===== src/rtl/sorting_pkg.sv =====
`default_nettype none
// ============================================================================
//  Module      : sorting_pkg
//  Description : Shared types and helpers for the packet sorting unit.
//  Revision    : 1.0 - initial release
// ============================================================================
package sorting_pkg;

    // Controller states, encoded in two bits.
    typedef enum logic [1:0] {
        IDLE    = 2'd0,
        RECEIVE = 2'd1,
        SORT    = 2'd2,
        OUTPUT  = 2'd3
    } state_t;

    // Maximum packet length (MAX_LEN) for a given address width.
    function automatic int max_len(input int awidth);
        return 1 << awidth;
    endfunction

endpackage
`default_nettype wire


===== src/rtl/sorting_cas.sv =====
`default_nettype none
// ============================================================================
//  Module      : sorting_cas
//  Description : Unsigned compare-and-swap cell. When enabled, the smaller of
//                the two words leaves on lo_o and the larger on hi_o; when
//                disabled both words pass straight through.
//  Revision    : 1.0 - initial release
// ============================================================================
module sorting_cas #(
    parameter int DWIDTH = 8
) (
    input  logic [DWIDTH-1:0] a_i,
    input  logic [DWIDTH-1:0] b_i,
    input  logic              en_i,
    output logic [DWIDTH-1:0] lo_o,
    output logic [DWIDTH-1:0] hi_o
);

    logic swap;

    assign swap = en_i && (a_i > b_i);
    assign lo_o = swap ? b_i : a_i;
    assign hi_o = swap ? a_i : b_i;

endmodule
`default_nettype wire


===== src/rtl/sorting_unit.sv =====
`default_nettype none
// ============================================================================
//  Module      : sorting_unit
//  Description : Captures one framed packet of up to 2**AWIDTH words, sorts it
//                ascending with an odd-even transposition network over
//                2**AWIDTH cycles, then replays it as a framed stream.
//  Revision    : 1.0 - initial release
// ============================================================================
module sorting_unit
    import sorting_pkg::*;
#(
    parameter int DWIDTH = 8,
    parameter int AWIDTH = 3
) (
    input  logic              clk_i,
    input  logic              srst_i,
    input  logic [DWIDTH-1:0] data_i,
    input  logic              sop_i,
    input  logic              eop_i,
    input  logic              val_i,
    output logic [DWIDTH-1:0] data_o,
    output logic              sop_o,
    output logic              eop_o,
    output logic              val_o,
    output logic              busy_o
);

    localparam int              MAX_LEN  = max_len(AWIDTH);
    localparam logic [AWIDTH:0] LAST_IDX = (AWIDTH+1)'(MAX_LEN - 1);
    localparam logic [AWIDTH:0] CNT_ONE  = (AWIDTH+1)'(1);

    state_t            state_q;
    logic [AWIDTH:0]   cnt_q;
    // Sort round number in SORT; index of the next word to emit in OUTPUT.
    logic [AWIDTH:0]   step_q;
    logic [DWIDTH-1:0] mem_q    [MAX_LEN];
    logic [DWIDTH-1:0] sorted_d [MAX_LEN];
    logic [DWIDTH-1:0] data_q;
    logic              sop_q;
    logic              eop_q;
    logic              val_q;
    logic              busy_q;

    logic [MAX_LEN-2:0] cas_en;
    logic [DWIDTH-1:0]  cas_lo [MAX_LEN-1];
    logic [DWIDTH-1:0]  cas_hi [MAX_LEN-1];

    // One cell per adjacent pair; even rounds use even-based pairs, odd rounds
    // odd-based pairs, and pairs reaching past the packet end stay untouched.
    generate
        for (genvar k = 0; k < MAX_LEN - 1; k++) begin : g_cas
            localparam logic            PAIR_PARITY = 1'(k % 2);
            localparam logic [AWIDTH:0] HI_IDX      = (AWIDTH+1)'(k + 1);

            assign cas_en[k] = (step_q[0] == PAIR_PARITY) && (HI_IDX < cnt_q);

            sorting_cas #(
                .DWIDTH (DWIDTH)
            ) u_cas (
                .a_i  (mem_q[k]),
                .b_i  (mem_q[k+1]),
                .en_i (cas_en[k]),
                .lo_o (cas_lo[k]),
                .hi_o (cas_hi[k])
            );
        end

        // Pairs active in one round are disjoint, so each entry is fed by at
        // most one cell: as the upper member of pair i-1 or lower of pair i.
        for (genvar i = 0; i < MAX_LEN; i++) begin : g_sel
            if (i == 0) begin : g_first
                assign sorted_d[i] = cas_en[i] ? cas_lo[i] : mem_q[i];
            end else if (i == MAX_LEN - 1) begin : g_last
                assign sorted_d[i] = cas_en[i-1] ? cas_hi[i-1] : mem_q[i];
            end else begin : g_mid
                assign sorted_d[i] = cas_en[i-1] ? cas_hi[i-1] :
                                     cas_en[i]   ? cas_lo[i]   : mem_q[i];
            end
        end
    endgenerate

    // Controller: capture, sort rounds, replay and all registered outputs.
    always_ff @(posedge clk_i) begin
        if (srst_i) begin
            state_q <= IDLE;
            cnt_q   <= '0;
            step_q  <= '0;
            data_q  <= '0;
            sop_q   <= 1'b0;
            eop_q   <= 1'b0;
            val_q   <= 1'b0;
            busy_q  <= 1'b0;
        end else begin
            case (state_q)
                IDLE: begin
                    if (val_i && sop_i) begin
                        mem_q[0] <= data_i;
                        cnt_q    <= CNT_ONE;
                        step_q   <= '0;
                        if (eop_i) begin
                            state_q <= SORT;
                            busy_q  <= 1'b1;
                        end else begin
                            state_q <= RECEIVE;
                        end
                    end
                end

                RECEIVE: begin
                    if (val_i) begin
                        if (sop_i && !eop_i) begin
                            mem_q[0] <= data_i;
                            cnt_q    <= CNT_ONE;
                        end else begin
                            mem_q[cnt_q[AWIDTH-1:0]] <= data_i;
                            cnt_q <= cnt_q + CNT_ONE;
                            // Filling the last slot closes the packet.
                            if (eop_i || (cnt_q == LAST_IDX)) begin
                                state_q <= SORT;
                                busy_q  <= 1'b1;
                                step_q  <= '0;
                            end
                        end
                    end
                end

                SORT: begin
                    for (int i = 0; i < MAX_LEN; i++) begin
                        mem_q[i] <= sorted_d[i];
                    end
                    step_q <= step_q + CNT_ONE;
                    if (step_q == LAST_IDX) begin
                        // Entry 0 is taken from the final round's result.
                        state_q <= OUTPUT;
                        data_q  <= sorted_d[0];
                        sop_q   <= 1'b1;
                        eop_q   <= (cnt_q == CNT_ONE);
                        val_q   <= 1'b1;
                        step_q  <= CNT_ONE;
                    end
                end

                OUTPUT: begin
                    if (step_q == cnt_q) begin
                        state_q <= IDLE;
                        step_q  <= '0;
                        sop_q   <= 1'b0;
                        eop_q   <= 1'b0;
                        val_q   <= 1'b0;
                        busy_q  <= 1'b0;
                    end else begin
                        data_q <= mem_q[step_q[AWIDTH-1:0]];
                        sop_q  <= 1'b0;
                        eop_q  <= (step_q == (cnt_q - CNT_ONE));
                        step_q <= step_q + CNT_ONE;
                    end
                end

                default: state_q <= IDLE;
            endcase
        end
    end

    assign data_o = data_q;
    assign sop_o  = sop_q;
    assign eop_o  = eop_q;
    assign val_o  = val_q;
    assign busy_o = busy_q;

endmodule
`default_nettype wire


===== config.mk =====
export PLATFORM = sky130hd
export DESIGN_NAME = sorting_unit
export DESIGN_NICKNAME = d
export VERILOG_FILES = /design/src/rtl/sorting_pkg.sv /design/src/rtl/sorting_cas.sv /design/src/rtl/sorting_unit.sv
export SDC_FILE = /design/constraint.sdc
export NUM_CORES = 1
export LEC_CHECK = 0
export BUFFER_PORTS_ARGS = -buffer_cell sky130_fd_sc_hd__buf_2
export CAP_MARGIN = 0
export CORE_MARGIN = 2
export CORE_UTILIZATION = 51
export DETAILED_ROUTE_END_ITERATION = 10
export PLACE_DENSITY = 0.72
export SLEW_MARGIN = 20
export SYNTH_ARGS = -nofsm -noshare
export SYNTH_HDL_FRONTEND = slang
export SYNTH_HIERARCHICAL = 1
export SYNTH_SLANG_ARGS = --single-unit

===== constraint.sdc =====
create_clock -name clk_i -period 4.95 [get_ports clk_i]
set_input_delay 0.99 -clock clk_i [delete_from_list [all_inputs] [get_ports clk_i]]
set_output_delay 0.99 -clock clk_i [all_outputs]
set_load 0.01 [all_outputs]

==> qor.log, run 1 <==
INFO  run_status     run_status=complete, no violations
INFO  synthesis      yosys.cell_types.count=53
INFO  route          via_count=6438
INFO  worst_setup_path setup.worst_path.class=reg -> reg
INFO  cells_and_area post_route_cells_drive_above_1_share=0.2323
INFO  timing         period_share=0.6628
INFO  route          wirelength=22140um
INFO  die            fp.dieH=131.7um
INFO  timing         finClkSkew=11.64ps
INFO  route          detail_route.first_pass.iterations=5
INFO  cts            clock_sinks=89
INFO  power_and_ir_drop share_seq_of_total_power=0.412
INFO  cts            post_cts_resized=0
INFO  power_and_ir_drop report.power.total=2.386mW
INFO  flow_run       drv.max_cap_violation_count=0
INFO  timing         finalHoldWorstSlack=473.1ps
INFO  placement      place.detailed.instances=1035
INFO  power_and_ir_drop power.leakage=3.776nW
INFO  worst_setup_path worstPathMaxFanout=18
INFO  timing         hold_viol=0
INFO  cts            cts-buffers-inserted=9
INFO  cts            ctsHoldBuffers=0
INFO  timing         final_max_tran_viols=0
INFO  placement      placedInstanceArea=8543squm
INFO  grt            wire_length_of_the_first_global_routing_pass=34710um
INFO  die            fp.dieArea=17340squm
INFO  synthesis      synth-seq-area-share=0.2913
INFO  cells_and_area postLayoutCellArea=8833squm
INFO  die            boundaryPins=25
INFO  synthesis      yosys_register_bits=89
INFO  worst_setup_path endpoint_kind=register
INFO  worst_setup_path critical_path_arrival=3540ps
INFO  route          drt_iter0_drc=584
INFO  die            initial_core_util=0.5234
INFO  die            std_cell_rows=46
INFO  power_and_ir_drop clock_power_share=0.286
INFO  placement      pre_cts_slack=1725ps
INFO  grt            global_route.overflow_total=0
INFO  route          post-route-drc-count=0
INFO  worst_setup_path cp.required=5210ps
INFO  cts            clock_tree.htree_level_count=3
INFO  placement      port-buffer-count=24
INFO  cells_and_area layout.cells.most_common=sky130_fd_sc_hd__nand2_1
INFO  cells_and_area area_growth_syn_to_layout=6.245%
INFO  cells_and_area stdcell_count=1051
INFO  timing         worst_slack=1669ps
INFO  synthesis      synth-main-ff-cell=sky130_fd_sc_hd__edfxtp_1
INFO  route          route.detailed.wl_per_inst=21.06um
INFO  worst_hold_path worst_hold_path_type=reg -> reg
INFO  cells_and_area final_core_util=0.5561
INFO  synthesis      synth-edff-count=64
INFO  cells_and_area n_antenna_cell=0
INFO  synthesis      synthesis.nets=909
INFO  grt            globalRouteTotalUtil=0.2584
INFO  synthesis      synthesis.yosys.warnings=6
INFO  timing         final_period_minus_worst_setup_slack=3281ps
INFO  grt            grt_start_max_net_pins=23
INFO  cells_and_area final.fill_count=1422
INFO  grt            antenna_violations_before_repair=0
INFO  timing         maximum_frequency_from_static_timing_analysis=304.8MHz
INFO  power_and_ir_drop powerDensity=270.1nW/um^2
INFO  cts            worstSkewPairLatency=360ps
INFO  placement      gp_routability_congestion=0.9180
INFO  power_and_ir_drop p_switching=826.8uW
INFO  route          final_antenna_net_count=0
INFO  synthesis      post_syn_area=8314squm
INFO  cts            cts_root_buf=sky130_fd_sc_hd__clkbuf_16
INFO  cells_and_area layout.cells.most_common_list=sky130_fd_sc_hd__nand2_1 (111), sky130_fd_sc_hd__mux2_4 (70), sky130_fd_sc_hd__inv_1 (67), sky130_fd_sc_hd__ha_1 (67), sky130_fd_sc_hd__edfxtp_1 (64)
INFO  timing         max-slew-margin-rel=0.4230
INFO  timing         setup_violations=0
INFO  cts            max-clock-path-buffers=2
INFO  grt            grt_pass1_vias=6225
INFO  route          avgViaCountPerCell=6.126
INFO  cts            cts_tree=built
INFO  cts            post_cts_buffers=0
INFO  synthesis      synthesis.instances=829
INFO  cts            cts.reportedPaths.clkPinSlew=70ps
INFO  power_and_ir_drop combinationalPowerShare=0.302
INFO  die            die_x=131.7um
INFO  cells_and_area finalNetCount=910
INFO  worst_setup_path worstSetupStartpointType=register
INFO  power_and_ir_drop vdd_drop_max=204.0uV
INFO  placement      post_dp_hpwl=15580um
INFO  power_and_ir_drop netSwitchingFraction=0.3465
INFO  die            core_area=15890squm
INFO  synthesis      syn_avg_cell_area=10.03squm
INFO  power_and_ir_drop cell_internal_pwr=1.559mW
INFO  timing         grt_setup_unrepaired=no
INFO  synthesis      postSynth.asyncResetShare=0
INFO  timing         setup_tns=0ps
INFO  timing         worst_pin_slew=863.7ps
cell type report:
cell class                      count  area (sq um)  share of cell area
Clock inverter                      6         46.29            0.005241
Inverter                           68         255.2             0.02890
Clock buffer                       10         239.0             0.02705
Timing Repair Buffer               31         172.7             0.01955
Multi-Input combinational cell    631          5426              0.6143
Sequential cell                    89          2424              0.2744
Tap cell                          216         270.3             0.03059
metal layers:
layer,global-route usage,routed length [um],vias to the layer above
met5,0,0,-
met4,0.09118,775,0
met2,0.4092,10090,233
li1,-,-,3061
met1,0.3489,9740,3095
met3,0.05594,1529,49
sequential cells by signal, summed over array words and instances, names as in the netlist, named ones only:
register and flops:
eop_o 1, busy_o 1, val_o 1, sop_o 1
data_o 8, state_q 2, step_q 4, cnt_q 4
mem_q 64
cells in the mapped netlist (11+ instances only):
cell | number | area [sq um]
sky130_fd_sc_hd__a21oi_1 | 55 | 275.3
sky130_fd_sc_hd__a31oi_1 | 17 | 106.4
sky130_fd_sc_hd__clkbuf_1 | 21 | 78.83
sky130_fd_sc_hd__dfxtp_1 | 25 | 500.5
sky130_fd_sc_hd__edfxtp_1 | 64 | 1922
sky130_fd_sc_hd__ha_1 | 67 | 838.3
sky130_fd_sc_hd__inv_1 | 67 | 251.5
sky130_fd_sc_hd__mux2_2 | 42 | 473.0
sky130_fd_sc_hd__mux2_4 | 70 | 1051
sky130_fd_sc_hd__mux2i_1 | 58 | 580.6
sky130_fd_sc_hd__mux4_2 | 16 | 360.4
sky130_fd_sc_hd__nand2_1 | 111 | 416.7
sky130_fd_sc_hd__nand3_1 | 16 | 80.08
sky130_fd_sc_hd__nand4_1 | 15 | 93.84
sky130_fd_sc_hd__nor2_1 | 39 | 146.4
sky130_fd_sc_hd__nor2b_1 | 11 | 68.82
sky130_fd_sc_hd__o21ai_0 | 35 | 175.2
kinds of logic (layout without fill, tap and decap cells):
family                     Yosys count  in the layout  share of synthesized area
and+or+nand+nor                    218            218                     0.1180
adders and majority gates           67             67                     0.1008
xor gates and xnor gates             7              7                   0.007374
AOI/OAI and AO/OA                  153            153                     0.1288
buffers and inverters              109            115                    0.05719
DFF                                 89             89                     0.2913
muxes                              186            186                     0.2965
power groups by stage:
stage	clock (mW)	sequential, mW	combinational, mW
6_report	0.683	0.982	0.721
5_1_grt	0.720	0.991	0.790
4_1_cts	0.693	0.980	0.715
3_5_place_dp	0	0.996	0.711
3_3_place_gp	0	0.995	0.697
2_1_floorplan	0	0.951	0.566
path summary, 6_finish.rpt:
kind | start | endpoint | slack (ps) | cells past startpoint
setup / recovery | cnt_q[1]$_SDFFE_PP0P_ | data_o[4]$_SDFFE_PP0P_ | 1670 | 10
hold / removal | busy_o$_SDFFE_PP0P_ | busy_o$_SDFFE_PP0P_ | 470 | 2
setup reg to reg | cnt_q[1]$_SDFFE_PP0P_ | data_o[4]$_SDFFE_PP0P_ | 1670 | 10
hold reg to reg | busy_o$_SDFFE_PP0P_ | busy_o$_SDFFE_PP0P_ | 470 | 2
worst max-delay path: stages (launching register included):
cell	delay [ps]
sky130_fd_sc_hd__dfxtp_1	560
sky130_fd_sc_hd__inv_1	200
sky130_fd_sc_hd__ha_1	250
sky130_fd_sc_hd__or2_2	300
sky130_fd_sc_hd__a21oi_2	130
sky130_fd_sc_hd__buf_4	320
sky130_fd_sc_hd__o2111ai_4	450
sky130_fd_sc_hd__mux2_4	430
sky130_fd_sc_hd__mux2i_1	200
sky130_fd_sc_hd__mux2i_1	110
sky130_fd_sc_hd__a22o_1	220
(Power assumes the default switching activity.)
==> inputs of run 2 (changes only) <==
Settings changed: PLACE_DENSITY 0.72 to 0.75.
Clock period 4.95 ns to 3 ns, I/O delays scaled along.
==> run 2 against run 1 <==
Net effect:
- worst setup slack worse by 1400 ps
- clock skew down 1.8 ps
- via count up 4.2%
- maximum frequency up 21%
- sequential power up 60%
- sequential share of layout area down 0.90 points
- critical path depth down 2
- global-route usage up 0.39 points
- utilization up 1.9 points
- worst hold slack better by 4.8 ps
==> qor.log, run 2 (synthesized netlist as in run 1, its figures left out) <==
INFO  grt            globalRouteTotalUtil=0.2623
INFO  cells_and_area layout.cells.most_common_list=sky130_fd_sc_hd__nand2_1 (111), sky130_fd_sc_hd__mux2_4 (70), sky130_fd_sc_hd__inv_1 (67), sky130_fd_sc_hd__ha_1 (67), sky130_fd_sc_hd__edfxtp_1 (64)
INFO  cts            cts.reportedPaths.clkPinSlew=70ps
INFO  cts            post_cts_buffers=0
INFO  timing         final_period_minus_worst_setup_slack=2721ps
INFO  die            core_area=15890squm
INFO  worst_setup_path crit-reg2reg-capture=mem_q[1][2]$_DFFE_PP_
INFO  worst_setup_path ff2ff_setup_slack=280ps
INFO  die            fp.dieH=131.7um
INFO  grt            antenna_violations_before_repair=0
INFO  route          wirelength=22540um
INFO  cts            cts_root_buf=sky130_fd_sc_hd__clkbuf_16
INFO  worst_hold_path timing.hold.worst_endpoint=data_o[7]$_SDFFE_PP0P_
INFO  timing         hold_viol=0
INFO  worst_setup_path r2r.worst_path.cells=8
INFO  cts            clock_sinks=89
INFO  timing         grt_setup_unrepaired=no
INFO  route          post-route-drc-count=0
INFO  cells_and_area finalNetCount=954
INFO  grt            global_route.overflow_total=0
INFO  timing         worst_pin_slew=984.3ps
INFO  timing         period_share=0.9069
INFO  route          final_antenna_net_count=0
INFO  cts            worstSkewPairLatency=360ps
INFO  placement      pre_cts_slack=312.6ps
INFO  worst_setup_path endpoint_kind=register
INFO  power_and_ir_drop power.leakage=3.972nW
INFO  cts            ctsHoldBuffers=0
INFO  grt            wire_length_of_the_first_global_routing_pass=35540um
INFO  cts            cts-buffers-inserted=9
INFO  cells_and_area area_growth_syn_to_layout=9.782%
INFO  worst_setup_path worstPathMaxFanout=13
INFO  worst_setup_path cp.required=3110ps
INFO  placement      port-buffer-count=24
INFO  timing         max-slew-margin-rel=0.3425
INFO  placement      gp_routability_congestion=0.9279
INFO  die            boundaryPins=25
INFO  flow_run       drv.max_cap_violation_count=0
INFO  timing         maximum_frequency_from_static_timing_analysis=367.5MHz
INFO  placement      post_dp_hpwl=16390um
INFO  route          detail_route.first_pass.iterations=7
INFO  timing         final_max_tran_viols=0
INFO  cells_and_area layout.cells.most_common=sky130_fd_sc_hd__nand2_1
INFO  worst_setup_path setup.worst_path.class=reg -> reg
INFO  worst_setup_path crit_path_start=mem_q[1][6]$_DFFE_PP_
INFO  die            fp.dieArea=17340squm
INFO  route          drt_iter0_drc=789
INFO  worst_hold_path hold_path_depth=1
INFO  cts            post_cts_resized=0
INFO  timing         finClkSkew=9.850ps
INFO  worst_hold_path min-delay-start=data_o[7]$_SDFFE_PP0P_
INFO  route          via_count=6707
INFO  cts            cts_tree=built
INFO  worst_setup_path worstSetupStartpointType=register
INFO  timing         worst_slack=279.2ps
INFO  worst_setup_path critical_path_arrival=2830ps
INFO  die            die_x=131.7um
INFO  run_status     run_status=complete, no violations
INFO  worst_hold_path worst_hold_path_type=reg -> reg
INFO  power_and_ir_drop vdd_drop_max=359.6uV
INFO  route          route.detailed.wl_per_inst=20.58um
INFO  cells_and_area largest_register_ffs=64
INFO  die            initial_core_util=0.5234
INFO  worst_setup_path regToRegStartpoint=mem_q[1][6]$_DFFE_PP_
INFO  cells_and_area n_antenna_cell=0
INFO  grt            grt_start_max_net_pins=34
INFO  timing         setup_violations=0
INFO  cts            max-clock-path-buffers=2
INFO  cells_and_area largest-register=mem_q
INFO  grt            grt_pass1_vias=6375
INFO  die            std_cell_rows=46
INFO  route          avgViaCountPerCell=6.125
INFO  timing         setup_tns=0ps
INFO  cts            clock_tree.htree_level_count=3
INFO  timing         finalHoldWorstSlack=477.9ps
INFO  power_and_ir_drop powerDensity=427.3nW/um^2
INFO  cells_and_area post_route_cells_drive_above_1_share=0.2628
-- run 2: worst max-delay path by stage --
stage / slack [ps] / depth (start not counted) / end
detailed placement: 310 / 8 / data_o[0]$_SDFFE_PP0P_
global placement: 360 / 8 / mem_q[1][3]$_DFFE_PP_
CTS: 290 / 8 / data_o[0]$_SDFFE_PP0P_
floorplan: 20 / 13 / data_o[4]$_SDFFE_PP0P_
global route: 120 / 10 / mem_q[1][1]$_DFFE_PP_
finish: 280 / 8 / mem_q[1][2]$_DFFE_PP_
-- run 2: report_power, final --
part	switching [mW]	leakage, nW	internal [mW]
combinational	0.728	3.07	0.554
sequential	0.114	0.781	1.46
clock	0.488	0.125	0.561
total	1.33	3.97	2.57
-- run 2: worst max-delay path, stage by stage, from the launching register on --
cell and delay [ps]:
sky130_fd_sc_hd__edfxtp_1 520, sky130_fd_sc_hd__inv_1 80, sky130_fd_sc_hd__ha_1 300, sky130_fd_sc_hd__nand4_1 210, sky130_fd_sc_hd__o2111ai_4 550, sky130_fd_sc_hd__buf_4 250, sky130_fd_sc_hd__mux2_4 300, sky130_fd_sc_hd__mux2i_1 150
sky130_fd_sc_hd__o21ai_0 90
-- run 2: cell type report --
| cell class | instances | area [sq um] |
|---|---|---|
| Clock buffer | 14 | 244.0 |
| Fill cell | 1370 | 6758 |
| Multi-Input combinational cell | 631 | 5423 |
| Timing Repair Buffer | 75 | 503.0 |
| Inverter | 68 | 255.2 |
| Clock inverter | 2 | 10.01 |
| Tap cell | 216 | 270.3 |
| Sequential cell | 89 | 2422 |
-- run 2: stage by stage --
stage / cells / area [sq um] / util / total power [mW]
3_5_place_dp: 1079 / 8874 / 0.5586 / 2.861
6_report: 1095 / 9128 / 0.5746 / 3.900
4_1_cts: 1095 / 9128 / 0.5746 / 3.899
3_3_place_gp: 1079 / 8874 / 0.5586 / 2.825
2_1_floorplan: 829 / 8314 / - / 2.504
5_1_grt: 1095 / 9128 / 0.5746 / 4.106
-- run 2: layer usage --
layer,up-vias,GRT usage,part of all wire
met5,-,0,0
met4,0,0.08696,0.033
met2,264,0.4212,0.46
met1,3259,0.3592,0.43
li1,3134,-,-
met3,50,0.04475,0.070
==> inputs of run 3 (changes only) <==
Settings changed: GPL_TIMING_DRIVEN set to 0.
==> run 3 against run 2 <==
Net effect:
- first-iteration DRC count is 14% lower
- clock power is 12% higher
- sequential cell count stayed put
- register-to-register slack worse by 110 ps
- critical endpoint is now data_o[4]$_SDFFE_PP0P_
==> qor.log, run 3 (synthesized netlist as in run 1, its figures left out) <==
INFO  run_status     run_status=complete, no violations
INFO  grt            global_route.overflow_total=0
INFO  timing         max-slew-margin-rel=0.4077
INFO  cts            max-clock-path-buffers=2
INFO  die            boundaryPins=25
INFO  worst_setup_path cpPeakStageDelay=340ps
INFO  timing         maximum_frequency_from_static_timing_analysis=353.8MHz
INFO  placement      placedInstanceArea=8720squm
INFO  route          final_antenna_net_count=0
INFO  die            core_area=15890squm
INFO  grt            antenna_violations_before_repair=0
INFO  worst_setup_path cp_cell_sequence=buf_4 > inv_1 > ha_1 > or2_2 > a21oi_1 > buf_4 > buf_8 > o2111ai_4 > buf_8 > mux2_4 > mux2i_2 > mux2i_1 > a22o_1
INFO  grt            grt_start_max_net_pins=16
INFO  power_and_ir_drop report.power.total=4.050mW
INFO  timing         finClkSkew=7.437ps
INFO  cts            clock_tree.htree_level_count=3
INFO  cells_and_area finalNetCount=951
INFO  die            fp.dieH=131.7um
INFO  worst_hold_path min-delay-start=data_o[1]$_SDFFE_PP0P_
INFO  route          drt_iter0_drc=681
INFO  cts            worstSkewPairLatency=360ps
INFO  timing         final_period_minus_worst_setup_slack=2826ps
INFO  worst_setup_path regToRegStartpoint=cnt_q[0]$_SDFFE_PP0P_
INFO  cells_and_area layout.cells.most_common=sky130_fd_sc_hd__nand2_1
INFO  flow_run       drv.max_cap_violation_count=0
INFO  cts            clock_sinks=89
INFO  worst_setup_path worstSetupStartpointType=register
INFO  cts            cts-buffers-inserted=9
INFO  cts            cts_root_buf=sky130_fd_sc_hd__clkbuf_16
INFO  cts            ctsHoldBuffers=0
INFO  route          detail_route.first_pass.iterations=5
INFO  worst_setup_path cp.required=3260ps
INFO  timing         period_share=0.9421
INFO  timing         final_max_tran_viols=0
INFO  worst_setup_path setup.worst_path.class=reg -> reg
INFO  worst_setup_path path_delay_family=buffers and inverters
INFO  cells_and_area post_route_cells_drive_above_1_share=0.2546
INFO  power_and_ir_drop powerDensity=443.1nW/um^2
INFO  die            fp.dieArea=17340squm
INFO  worst_hold_path hold_path_depth=1
INFO  die            std_cell_rows=46
INFO  worst_setup_path crit-reg2reg-capture=data_o[4]$_SDFFE_PP0P_
INFO  die            initial_core_util=0.5234
INFO  route          avgViaCountPerCell=6.142
INFO  cts            cts.reportedPaths.clkPinSlew=70ps
INFO  worst_setup_path cp_num_buf_inv=5
INFO  route          route.detailed.wl_per_inst=20.97um
INFO  timing         worst_pin_slew=888.5ps
INFO  worst_hold_path timing.hold.worst_endpoint=data_o[1]$_SDFFE_PP0P_
INFO  cells_and_area largest_register_ffs=64
INFO  route          wirelength=22900um
INFO  worst_setup_path r2r.worst_path.cells=13
INFO  worst_setup_path ff2ff_setup_slack=170ps
INFO  timing         setup_violations=0
INFO  cells_and_area largest-register=mem_q
INFO  cells_and_area layout.cells.most_common_list=sky130_fd_sc_hd__nand2_1 (111), sky130_fd_sc_hd__mux2_4 (70), sky130_fd_sc_hd__ha_1 (67), sky130_fd_sc_hd__inv_1 (66), sky130_fd_sc_hd__edfxtp_1 (64)
INFO  grt            wire_length_of_the_first_global_routing_pass=35690um
INFO  route          via_count=6707
INFO  die            die_x=131.7um
INFO  placement      post_dp_hpwl=16440um
INFO  timing         hold_viol=0
INFO  grt            globalRouteTotalUtil=0.2655
INFO  cells_and_area n_antenna_cell=0
INFO  worst_setup_path critical_path_arrival=3080ps
INFO  worst_setup_path worstPathMaxFanout=10
INFO  power_and_ir_drop vdd_drop_max=366.3uV
INFO  timing         setup_tns=0ps
INFO  grt            grt_pass1_vias=6572
INFO  power_and_ir_drop power.leakage=3.952nW
INFO  worst_setup_path endpoint_kind=register
INFO  worst_hold_path worst_hold_path_type=reg -> reg
INFO  cells_and_area area_growth_syn_to_layout=9.932%
INFO  worst_setup_path crit_slowest_cell=sky130_fd_sc_hd__dfxtp_2
INFO  placement      pre_cts_slack=-452.6ps
INFO  placement      port-buffer-count=24
INFO  cells_and_area postLayoutCellArea=9140squm
INFO  timing         worst_slack=173.8ps
INFO  cts            cts_tree=built
INFO  placement      gp_routability_congestion=0.9282
INFO  route          post-route-drc-count=0
[run 3: changes by cell type in the layout (fill, tap and decap cells not counted), sizes merged]
cell | before | now
buf | 75 | 52
clkbuf | 14 | 31
clkinv | 3 | 5
clkinvlp | 0 | 1
[run 3: stage by stage]
| step | std cells | hold slack (ps) | util |
|---|---|---|---|
| after floorplan | 829 | 494.8 | - |
| after global placement | 1069 | 459.2 | 0.5480 |
| after detailed placement | 1070 | 459.8 | 0.5489 |
| after CTS | 1087 | 480.4 | 0.5704 |
| after global routing | 1092 | 502.5 | 0.5754 |
| final | 1092 | 479.9 | 0.5754 |
[run 3: worst reg2reg max path, stage by stage (launching register included)]
cell and delay (ps):
sky130_fd_sc_hd__dfxtp_2 340, sky130_fd_sc_hd__buf_4 150, sky130_fd_sc_hd__inv_1 80, sky130_fd_sc_hd__ha_1 220
sky130_fd_sc_hd__or2_2 290, sky130_fd_sc_hd__a21oi_1 160, sky130_fd_sc_hd__buf_4 160, sky130_fd_sc_hd__buf_8 160
sky130_fd_sc_hd__o2111ai_4 140, sky130_fd_sc_hd__buf_8 190, sky130_fd_sc_hd__mux2_4 300, sky130_fd_sc_hd__mux2i_2 180
sky130_fd_sc_hd__mux2i_1 110, sky130_fd_sc_hd__a22o_1 230
[run 3: layer usage]
metal  GRT usage  part of all wire  vias up
met2      0.4197              0.45      289
met3     0.03704             0.076       65
met5           0                 0        -
li1            -                 -     3128
met4      0.1437             0.046        0
met1      0.3519              0.43     3225
[run 3: area by class of cell]
type	count	area (sq um)
tap	216	270.3
timing repair buffer	33	187.7
inverter	68	260.3
buffer	39	241.5
multi-input combinational	631	5455
fill	1361	6745
clock inverter	5	36.28
clock buffer	11	264.0
sequential	89	2425
[run 3: how the worst max path moves through the flow]
| stage | startpoint | endpoint | slack [ps] | depth (start not counted) |
|---|---|---|---|---|
| 5_1_grt | cnt_q[1]$_SDFFE_PP0P_ | data_o[4]$_SDFFE_PP0P_ | -30 | 13 |
| 3_3_place_gp | val_i | mem_q[3][0]$_DFFE_PP_ | -410 | 6 |
| 4_1_cts | cnt_q[2]$_SDFFE_PP0P_ | mem_q[5][5]$_DFFE_PP_ | -40 | 10 |
| 6_report | cnt_q[0]$_SDFFE_PP0P_ | data_o[4]$_SDFFE_PP0P_ | 170 | 13 |
| 2_1_floorplan | cnt_q[0]$_SDFFE_PP0P_ | data_o[4]$_SDFFE_PP0P_ | 20 | 13 |
| 3_5_place_dp | val_i | mem_q[3][0]$_DFFE_PP_ | -450 | 6 |
[run 3: repair_timing]
item | in CTS | in global routing
cloned | 0 | 0
pin swaps | 1 | 0
setup endpoints to repair | 63 | 73
buffers inserted | 1 | 7
gates resized for setup | 10 | 17
[run 3: where the power goes]
part | switching, mW | internal [mW]
Sequential | 0.117 | 1.46
Clock | 0.542 | 0.639
Combinational | 0.741 | 0.556
Total | 1.40 | 2.65
